===== src/rtl/ofdm_mapper_pkg.sv =====
// ---------------------------------------------------------------------------
// ofdm_mapper_pkg
// Shared definitions for the OFDM symbol mapper:
//   BITS_QPSK / BITS_QAM16 - legal bits-per-symbol values
//   IQ_W_DFLT / N_SC_DFLT  - default I/Q width and subcarriers per frame
//   sym_t                  - queued symbol record {i, q, idx} at default widths
//   gray_level()           - 16-QAM Gray level for one axis, in units of U
// ---------------------------------------------------------------------------
package ofdm_mapper_pkg;

  localparam int BITS_QPSK  = 2;
  localparam int BITS_QAM16 = 4;

  localparam int IQ_W_DFLT  = 8;
  localparam int N_SC_DFLT  = 48;
  localparam int IDX_W_DFLT = $clog2(N_SC_DFLT);

  typedef struct packed {
    logic signed [IQ_W_DFLT-1:0] i;
    logic signed [IQ_W_DFLT-1:0] q;
    logic        [IDX_W_DFLT-1:0] idx;
  } sym_t;

  // Gray order along one axis: 00 -> +3, 01 -> +1, 11 -> -1, 10 -> -3
  function automatic int gray_level(input logic x1, input logic x0);
    int lvl;
    case ({x1, x0})
      2'b00:   lvl = 3;
      2'b01:   lvl = 1;
      2'b11:   lvl = -1;
      default: lvl = -3;
    endcase
    return lvl;
  endfunction

endpackage


===== src/rtl/ofdm_sym_fifo.sv =====
// ---------------------------------------------------------------------------
// ofdm_sym_fifo
// Single-clock first-word-fall-through FIFO for mapped symbols. The head
// entry is presented on head_data whenever empty is low.
// Ports:
//   clk        in   clock
//   resetn     in   asynchronous active-low reset (pointers only)
//   push       in   write push_data this cycle (ignored when full)
//   push_data  in   WIDTH-bit entry
//   pop        in   drop the head entry this cycle (ignored when empty)
//   head_data  out  oldest entry
//   full       out  DEPTH entries held
//   empty      out  no entries held
// ---------------------------------------------------------------------------
module ofdm_sym_fifo #(
  parameter int WIDTH = 8,
  parameter int DEPTH = 4
) (
  input  logic             clk,
  input  logic             resetn,
  input  logic             push,
  input  logic [WIDTH-1:0] push_data,
  input  logic             pop,
  output logic [WIDTH-1:0] head_data,
  output logic             full,
  output logic             empty
);

  localparam int PTR_W = $clog2(DEPTH);

  if ((DEPTH < 2) || ((1 << PTR_W) != DEPTH)) begin : g_bad_depth
    $error("ofdm_sym_fifo: DEPTH must be a power of 2 and at least 2");
  end

  logic [WIDTH-1:0] mem [DEPTH];
  logic [PTR_W:0]   wr_ptr;
  logic [PTR_W:0]   rd_ptr;
  logic             do_push;
  logic             do_pop;

  assign do_push = push && !full;
  assign do_pop  = pop && !empty;

  // Extra MSB on each pointer separates the full and empty cases
  assign empty = (wr_ptr == rd_ptr);
  assign full  = (wr_ptr[PTR_W] != rd_ptr[PTR_W]) &&
                 (wr_ptr[PTR_W-1:0] == rd_ptr[PTR_W-1:0]);

  always_ff @(posedge clk or negedge resetn) begin
    if (!resetn) begin
      wr_ptr <= '0;
      rd_ptr <= '0;
    end else begin
      if (do_push) wr_ptr <= wr_ptr + 1'b1;
      if (do_pop)  rd_ptr <= rd_ptr + 1'b1;
    end
  end

  always_ff @(posedge clk) begin
    if (do_push) mem[wr_ptr[PTR_W-1:0]] <= push_data;
  end

  assign head_data = mem[rd_ptr[PTR_W-1:0]];

endmodule


===== src/rtl/ofdm_symbol_mapper.sv =====
// ---------------------------------------------------------------------------
// ofdm_symbol_mapper
// Collects the LSB-first serial cipher stream into BITS_PER_SYM-bit groups,
// Gray-maps each group to signed I/Q (QPSK or 16-QAM), tags it with its
// subcarrier index and queues it in a small FWFT FIFO towards the IFFT.
// Ports:
//   ofdm_clk        in   clock
//   resetn          in   asynchronous active-low reset
//   ofdm_sdata_vld  in   serial bit valid
//   ofdm_sdata_rdy  out  mapper accepts a bit this cycle
//   ofdm_sdata      in   serial cipher bit
//   sym_vld         out  symbol valid
//   sym_rdy         in   downstream accepts the symbol
//   sym_i / sym_q   out  signed in-phase / quadrature value
//   sym_idx         out  subcarrier index 0..N_SC-1
//   sym_sof         out  first subcarrier of the frame
//   sym_eof         out  last subcarrier of the frame
// ---------------------------------------------------------------------------
module ofdm_symbol_mapper
  import ofdm_mapper_pkg::*;
#(
  parameter int BITS_PER_SYM = BITS_QPSK,
  parameter int N_SC         = N_SC_DFLT,
  parameter int IQ_W         = IQ_W_DFLT,
  parameter int FIFO_DEPTH   = 4
) (
  input  logic                     ofdm_clk,
  input  logic                     resetn,
  input  logic                     ofdm_sdata_vld,
  output logic                     ofdm_sdata_rdy,
  input  logic                     ofdm_sdata,
  output logic                     sym_vld,
  input  logic                     sym_rdy,
  output logic signed [IQ_W-1:0]   sym_i,
  output logic signed [IQ_W-1:0]   sym_q,
  output logic [$clog2(N_SC)-1:0]  sym_idx,
  output logic                     sym_sof,
  output logic                     sym_eof
);

  localparam int IDX_W  = $clog2(N_SC);
  localparam int BC_W   = $clog2(BITS_PER_SYM);
  localparam int SYM_W  = 2 * IQ_W + IDX_W;
  localparam int A_QPSK = 1 << (IQ_W - 2);
  localparam int U_QAM  = 1 << (IQ_W - 3);

  localparam logic [BC_W-1:0]  LAST_BIT = BC_W'(BITS_PER_SYM - 1);
  localparam logic [IDX_W-1:0] LAST_IDX = IDX_W'(N_SC - 1);

  if ((BITS_PER_SYM != BITS_QPSK) && (BITS_PER_SYM != BITS_QAM16)) begin : g_bad_bits
    $error("ofdm_symbol_mapper: BITS_PER_SYM must be 2 or 4");
  end

  typedef struct packed {
    logic signed [IQ_W-1:0] i;
    logic signed [IQ_W-1:0] q;
    logic [IDX_W-1:0]       idx;
  } sym_word_t;

  logic [BITS_PER_SYM-1:0] bits_p0;
  logic [BC_W-1:0]         bit_cnt_p0;
  logic [IDX_W-1:0]        sym_cnt_p0;
  logic [BITS_PER_SYM-1:0] sym_bits;
  logic                    bit_acc;
  logic                    push_vld_p0;
  logic signed [IQ_W-1:0]  map_i;
  logic signed [IQ_W-1:0]  map_q;
  sym_word_t               push_word;
  sym_word_t               head_word;
  logic [SYM_W-1:0]        head_data;
  logic                    fifo_full;
  logic                    fifo_empty;

  // ---- stage p0: bit assembly and Gray mapping ----

  // Only the completing bit needs FIFO room; earlier bits of a symbol are
  // always taken. Deliberately independent of sym_rdy.
  assign ofdm_sdata_rdy = !fifo_full || (bit_cnt_p0 != LAST_BIT);
  assign bit_acc        = ofdm_sdata_vld && ofdm_sdata_rdy;
  assign push_vld_p0    = bit_acc && (bit_cnt_p0 == LAST_BIT);

  // Current group with the incoming bit merged in, so the completing bit
  // maps straight into the FIFO without an extra register stage.
  always_comb begin
    sym_bits             = bits_p0;
    sym_bits[bit_cnt_p0] = ofdm_sdata;
  end

  if (BITS_PER_SYM == BITS_QAM16) begin : g_qam16
    assign map_i = IQ_W'(gray_level(sym_bits[1], sym_bits[0]) * U_QAM);
    assign map_q = IQ_W'(gray_level(sym_bits[3], sym_bits[2]) * U_QAM);
  end else begin : g_qpsk
    assign map_i = sym_bits[0] ? IQ_W'(-A_QPSK) : IQ_W'(A_QPSK);
    assign map_q = sym_bits[1] ? IQ_W'(-A_QPSK) : IQ_W'(A_QPSK);
  end

  always_comb begin
    push_word.i   = map_i;
    push_word.q   = map_q;
    push_word.idx = sym_cnt_p0;
  end

  always_ff @(posedge ofdm_clk or negedge resetn) begin
    if (!resetn) begin
      bits_p0    <= '0;
      bit_cnt_p0 <= '0;
      sym_cnt_p0 <= '0;
    end else if (bit_acc) begin
      if (push_vld_p0) begin
        bits_p0    <= '0;
        bit_cnt_p0 <= '0;
        sym_cnt_p0 <= (sym_cnt_p0 == LAST_IDX) ? '0 : sym_cnt_p0 + 1'b1;
      end else begin
        bits_p0    <= sym_bits;
        bit_cnt_p0 <= bit_cnt_p0 + 1'b1;
      end
    end
  end

  // ---- stage p1: symbol queue and output decode ----

  ofdm_sym_fifo #(
    .WIDTH (SYM_W),
    .DEPTH (FIFO_DEPTH)
  ) u_fifo (
    .clk       (ofdm_clk),
    .resetn    (resetn),
    .push      (push_vld_p0),
    .push_data (push_word),
    .pop       (sym_vld && sym_rdy),
    .head_data (head_data),
    .full      (fifo_full),
    .empty     (fifo_empty)
  );

  assign head_word = head_data;

  // Outputs forced to zero while nothing is queued, which also gives the
  // all-zero state during reset.
  assign sym_vld = !fifo_empty;
  assign sym_i   = sym_vld ? head_word.i : '0;
  assign sym_q   = sym_vld ? head_word.q : '0;
  assign sym_idx = sym_vld ? head_word.idx : '0;
  assign sym_sof = sym_vld && (head_word.idx == '0);
  assign sym_eof = sym_vld && (head_word.idx == LAST_IDX);

endmodule


===== config.mk =====
export PLATFORM = sky130hd
export DESIGN_NAME = ofdm_symbol_mapper
export DESIGN_NICKNAME = d
export VERILOG_FILES = /design/src/rtl/ofdm_mapper_pkg.sv /design/src/rtl/ofdm_sym_fifo.sv /design/src/rtl/ofdm_symbol_mapper.sv
export SDC_FILE = /design/constraint.sdc
export NUM_CORES = 1
export LEC_CHECK = 0
export ABC_AREA = 1
export CORE_AREA = 2 2 73 75
export CTS_CLUSTER_DIAMETER = 80
export CTS_CLUSTER_SIZE = 25
export DETAILED_ROUTE_END_ITERATION = 8
export DIE_AREA = 0 0 75 77
export GPL_ROUTABILITY_DRIVEN = 1
export HOLD_SLACK_MARGIN = 0.1
export PLACE_DENSITY = 0.71
export SYNTH_ARGS = -nofsm -noshare
export SYNTH_HDL_FRONTEND = slang
export SYNTH_SLANG_ARGS = --single-unit
export TNS_END_PERCENT = 100

===== constraint.sdc =====
create_clock -name ofdm_clk -period 3.32 [get_ports ofdm_clk]
set_input_delay 0.498 -clock ofdm_clk [delete_from_list [all_inputs] [get_ports ofdm_clk]]
set_output_delay 0.498 -clock ofdm_clk [all_outputs]
set_load 0.05 [all_outputs]

### After elaboration in Yosys (flattened, before gate mapping)

Memory sizes are Yosys's and may differ from the RTL's.
Index checks and enable logic that the tools add are counted.

* logic and storage cells: 45
* memories: 1
* RAM bits: 88
* bits of input ports: 5
* register bits after elaboration: 15

Memories
* u_fifo.mem: depth 4, bits a word 22, read ports 1, clocked after memory_dff 0, write ports 1, line ofdm_sym_fifo.sv:35 `logic [WIDTH-1:0] mem [DEPTH];`

* reduce and logical (&&, ||, !) cells: 14
* bitwise logic cells: 1
* mux-type cells: 13
* equality and inequality tests: 5
* order comparisons: 2
* add/subtract/negate cells: 4

Operator list (number)
* $mux W8: 4
* $eq A6 B6 Y1 const B: 2
* $mux W6: 2
* $logic_and A1 B1 Y1: 9
* $add A3 B1 Y3 const B: 2
* $add A6 B1 Y6 const B: 1
* $logic_not A6 Y1: 1
* $mux W1: 4
* $eq A3 B3 Y1: 1
* $bwmux W2: 1
* $eq A2 B2 Y1: 1
* $logic_not A1 Y1: 2
* $lt A1 B2 Y1 const B: 1
* $mux W2: 1
* $reduce_and A2 Y1: 1
* $add A1 B1 Y1 const B: 1
* $demux W1 S1: 1
* $ge A1 B1 Y1 const B: 1
* $logic_or A1 B1 Y1: 1
* $ne A1 B1 Y1: 1
* $not A1 Y1: 1

### Depth between registers and ports, before layout

* word-level depth: 9
* gate-level depth with buffers: 9

### Hierarchy

A second synthesis with hierarchy kept.

* cell total of the unflattened synthesis: 391
* area total of the unflattened synthesis: 4366.7 µm²

Modules (own cells, without submodules)
* ofdm_sym_fifo: times used 1, seq. area each 2792.7 µm², area an instance 3668.5 µm², cells each 273
* ofdm_symbol_mapper: times used 1, seq. area each 225.2 µm², area an instance 698.2 µm², cells each 118

### Least setup slack after synthesis

OpenSTA, ideal clock, no wires.

* path kind: reg2out
* from: register u_fifo.rd_ptr[0]
* to: output sym_eof
* stages on the path, launching flop included: 10
* slack: 1136 ps
* arrival: 1686 ps
* required time: 2822 ps
* cell sequence: dfrtp_1 buf_6 inv_4 buf_6 nand2_1 nand3_1 nand2_1 nor2_1 nand2_1 nor2_1

* longest elaborated chain between the ends: 3
* elaborated cells between the ends (all ways): 5

RTL lines
* start: declaration: line ofdm_sym_fifo.sv:37 `logic [PTR_W:0] rd_ptr;`
* start signal: assignment: line ofdm_sym_fifo.sv:55 `if (do_pop) rd_ptr <= rd_ptr + 1'b1;`
* $mem_v2 Z4 W22 or $eq A3 B3 Y1 (tied branches)
* $eq A6 B6 Y1 or $logic_not A1 Y1 (tied branches): line ofdm_symbol_mapper.sv:145, ofdm_symbol_mapper.sv:140
* $logic_and A1 B1 Y1 *: line ofdm_symbol_mapper.sv:145 `assign sym_eof = sym_vld && (head_word.idx == LAST_IDX);`
* end: declaration: line ofdm_symbol_mapper.sv:38 `output logic sym_eof`

Mark *: on every way between the ends. The rest lies on a longest branch, timed or not.

### Final worst setup path

* from: register u_fifo.rd_ptr[1]
* to: output sym_idx[0]

* longest elaborated chain between the ends: 2
* elaborated cells between the ends (all ways): 3

RTL lines
* $mem_v2 Z4 W22 or $eq A3 B3 Y1 (tied branches)
* $mux W6 *: line ofdm_symbol_mapper.sv:143 `assign sym_idx = sym_vld ? head_word.idx : '0;`
* end: declaration: line ofdm_symbol_mapper.sv:36 `output logic [$clog2(N_SC)-1:0] sym_idx,`

Marks and branches as above.

==> results.py <==
metrics = {
    "clock_tree": {
        "cts-root-buf": "clkbuf_8",
        "clkLatencyLatePin_ns": 0.30,
        "post_cts_resized": 0,
        "numCtsBuffers": 5,
        "clkSinkCount": 47,
        "htreeDepth": 2,
        "postCtsSetupBuffers": 0,
        "path_clk_slew_ns": 0.09,
        "cts_tree": "done",
        "clockBufferDepth": 2,
        "ctsHoldBuffers": 0,
    },
    "placed_design": {
        "place.gp.congestion": 0.7908,
        "place_area_um2": 2551,
        "port_buffers": 18,
        "post-place-ws_ns": 0.5748,
        "dp_hpwl_mm": 2.984,
    },
    "run": {
        "cap_violations": 0,
    },
    "min_path": {
        "hold_depth": 2,
        "hold_path.class": "flip-flop to flip-flop",
    },
    "global_routing": {
        "use_met3": 0.04336,
        "overflow": 0,
        "grt_util_met2": 0.2456,
        "grt_max_degree": 21,
        "grt_use_total": 0.1608,
        "grt_pass1_wl_mm": 6.844,
        "antenna_found_initial": 0,
        "grt_pass1_vias": 1437,
        "gr-max-usage-layer": "met2",
        "grt_util_met1": 0.2153,
    },
    "floorplan": {
        "io_pins": 31,
        "start_util": 0.4789,
        "die_area_um2": 5775,
        "rows": 26,
        "core_um2": 4977,
        "die_x_um": 75,
        "die_h_um": 77,
    },
    "timing": {
        "clock-skew-final_ns": 0.002772,
        "setup_viol": 0,
        "tns_ns": 0,
        "maxSlewViolCount": 0,
        "min_period_over_period": 0.9237,
        "rsz0062_at_grt": "no",
        "period_minus_slack_ns": 3.067,
        "worst_pin_slew_ns": 0.6994,
        "hold_viol_final": 0,
        "max_freq_mhz": 326.1,
        "worst_slack_ns": 0.2534,
        "slew_headroom": 0.5323,
    },
    "run_status": {
        "status": "complete, no violations",
    },
    "logic_synthesis": {
        "synth_cell_type_count": 22,
        "yosysTopAreaCell": "edfxtp_1",
        "yosysWarnings": 0,
        "synth_area_leaders": "edfxtp_1 (40%), dfrtp_1 (16%), nand2_1 (12%)",
        "synth-edff-count": 32,
        "seq_area_frac_synth": 0.5606,
        "syn_area_per_cell_um2": 9.572,
        "synth_top_cell_area_share": 0.4031,
        "synth_flop_cell": "edfxtp_1",
        "syn_inst": 249,
        "synth-async-reset-ratio": 0.3191,
        "ys_ff_latch": 47,
        "netlist_area_um2": 2384,
    },
    "critical_path": {
        "reg2reg_to": "u_fifo.mem[0][0]",
        "crit_path_start_kind": "flip-flop",
        "critPathMaxFanout": 12,
        "crit_buf_inv": 4,
        "worstSetupPathType": "flip-flop to primary output",
        "r2r_start": "u_fifo.rd_ptr[1]",
        "r2r_cells": 8,
        "crit_family": "buffers and inverters",
        "cpMaxStageDelayCell": "clkdlybuf4s50_1",
        "slowest_delay_ns": 0.79,
        "cp_cell_sequence": "inv_2, nand2_1, nand2_2, nand3_1, buf_4, nand3_1, inv_1, clkdlybuf4s50_1",
        "critPathLaunch": "u_fifo.rd_ptr[1]",
        "cp-endpoint": "sym_idx[0]",
        "crit_required_ns": 2.82,
        "crit_cells": 8,
        "critPathCaptureType": "primary output",
        "r2r_setup_slack_ns": 1.20,
        "cp.arrival_ns": 2.57,
        "crit_top_cell": "nand3_1",
    },
    "final_layout": {
        "antennaDiodeCount": 0,
        "fin_nets": 281,
        "area_growth_syn_to_layout_pct": 12.76,
        "final_common_cell": "nand2_1",
        "mostFrequentLayoutCells": "nand2_1 (78), edfxtp_1 (32), inv_1 (28), nand3_1 (19), clkdlybuf4s50_1 (17)",
        "design_area_um2": 2688,
        "drive_gt1_frac": 0.09225,
    },
    "detailed_routing": {
        "post-route-drc-count": 0,
        "via_per_inst": 4.619,
        "dr.pass1.iters": 4,
        "antenna_left": 0,
        "vias": 1575,
        "drtIter0Drc": 201,
        "drt-total-wl_mm": 4.022,
        "routedWlPerCell_um": 11.79,
    },
}
==> cell type report <==
class | count | area (um^2)
timing repair buffer | 24 | 222.7
clock buffer | 5 | 68.82
multi-input combinational | 162 | 789.5
clock inverter | 3 | 67.56
fill | 458 | 2290
tap | 70 | 87.58
sequential | 47 | 1336
inverter | 30 | 115.1
==> flip-flops by register name, summed over array words and instances (netlist names) <==
name           cells
bit_cnt_p0         1
bits_p0            2
sym_cnt_p0         6
u_fifo.mem        32
u_fifo.rd_ptr      3
u_fifo.wr_ptr      3
==> through the flow <==
step                      std cells  hold WS [ns]  utilization
final                           341        0.4751       0.5400
after global routing            341        0.5205       0.5400
after CTS                       341        0.4797       0.5400
after detailed placement        333        0.4566       0.5126
after global placement          333        0.4555       0.5126
after floorplan                 260        0.2024            -
==> routing by layer <==
layer	routed length (um)	up-vias	share of wire
met2	1918	45	0.48
met1	1833	707	0.46
li1	-	816	-
met5	0	-	0
met4	77	0	0.019
met3	191	7	0.047
==> synth_stat cells (2+ instances only) <==
master    number
xnor2_1        5
o22ai_1        2
inv_1         28
nand3_2        2
o21ai_0        8
edfxtp_1      32
buf_4         14
dfrtp_1       15
nand2_2        2
nand2_1       78
nand4_1        4
nor2_1        15
ha_1           6
nand3_1       19
xor2_1         3
o21ai_2        4
buf_6          7
==> tightest hold or removal path, stage by stage (launching register included) <==
cell and delay [ns]:
dfrtp_1 0.35, nand2_1 0.05, inv_1 0.04
==> worst min path at each step <==
stage               start    endpoint  slack (ns)
3_3_place_gp   bits_p0[1]  bits_p0[1]        0.46
4_1_cts        bits_p0[1]  bits_p0[1]        0.48
3_5_place_dp   bits_p0[1]  bits_p0[1]        0.46
2_1_floorplan      resetn  bit_cnt_p0        0.20
6_report       bits_p0[1]  bits_p0[1]        0.48
5_1_grt        bits_p0[0]  bits_p0[0]        0.52
==> cells by family after synthesis <==
logic type                 count (synthesis)  synth area share
buffers and inverters                     51            0.1255
and+or+nand+nor                          120            0.2105
other                                      1          0.001573
DFF                                       47            0.5606
xor gates and xnor gates                   8           0.02940
AOI/OAI and AO/OA                         16           0.04094
adders and majority gates                  6           0.03150
Power is left out: the tool's default activity adds up to more than one toggle a clock period on the data nets, which glitch-free logic cannot reach.
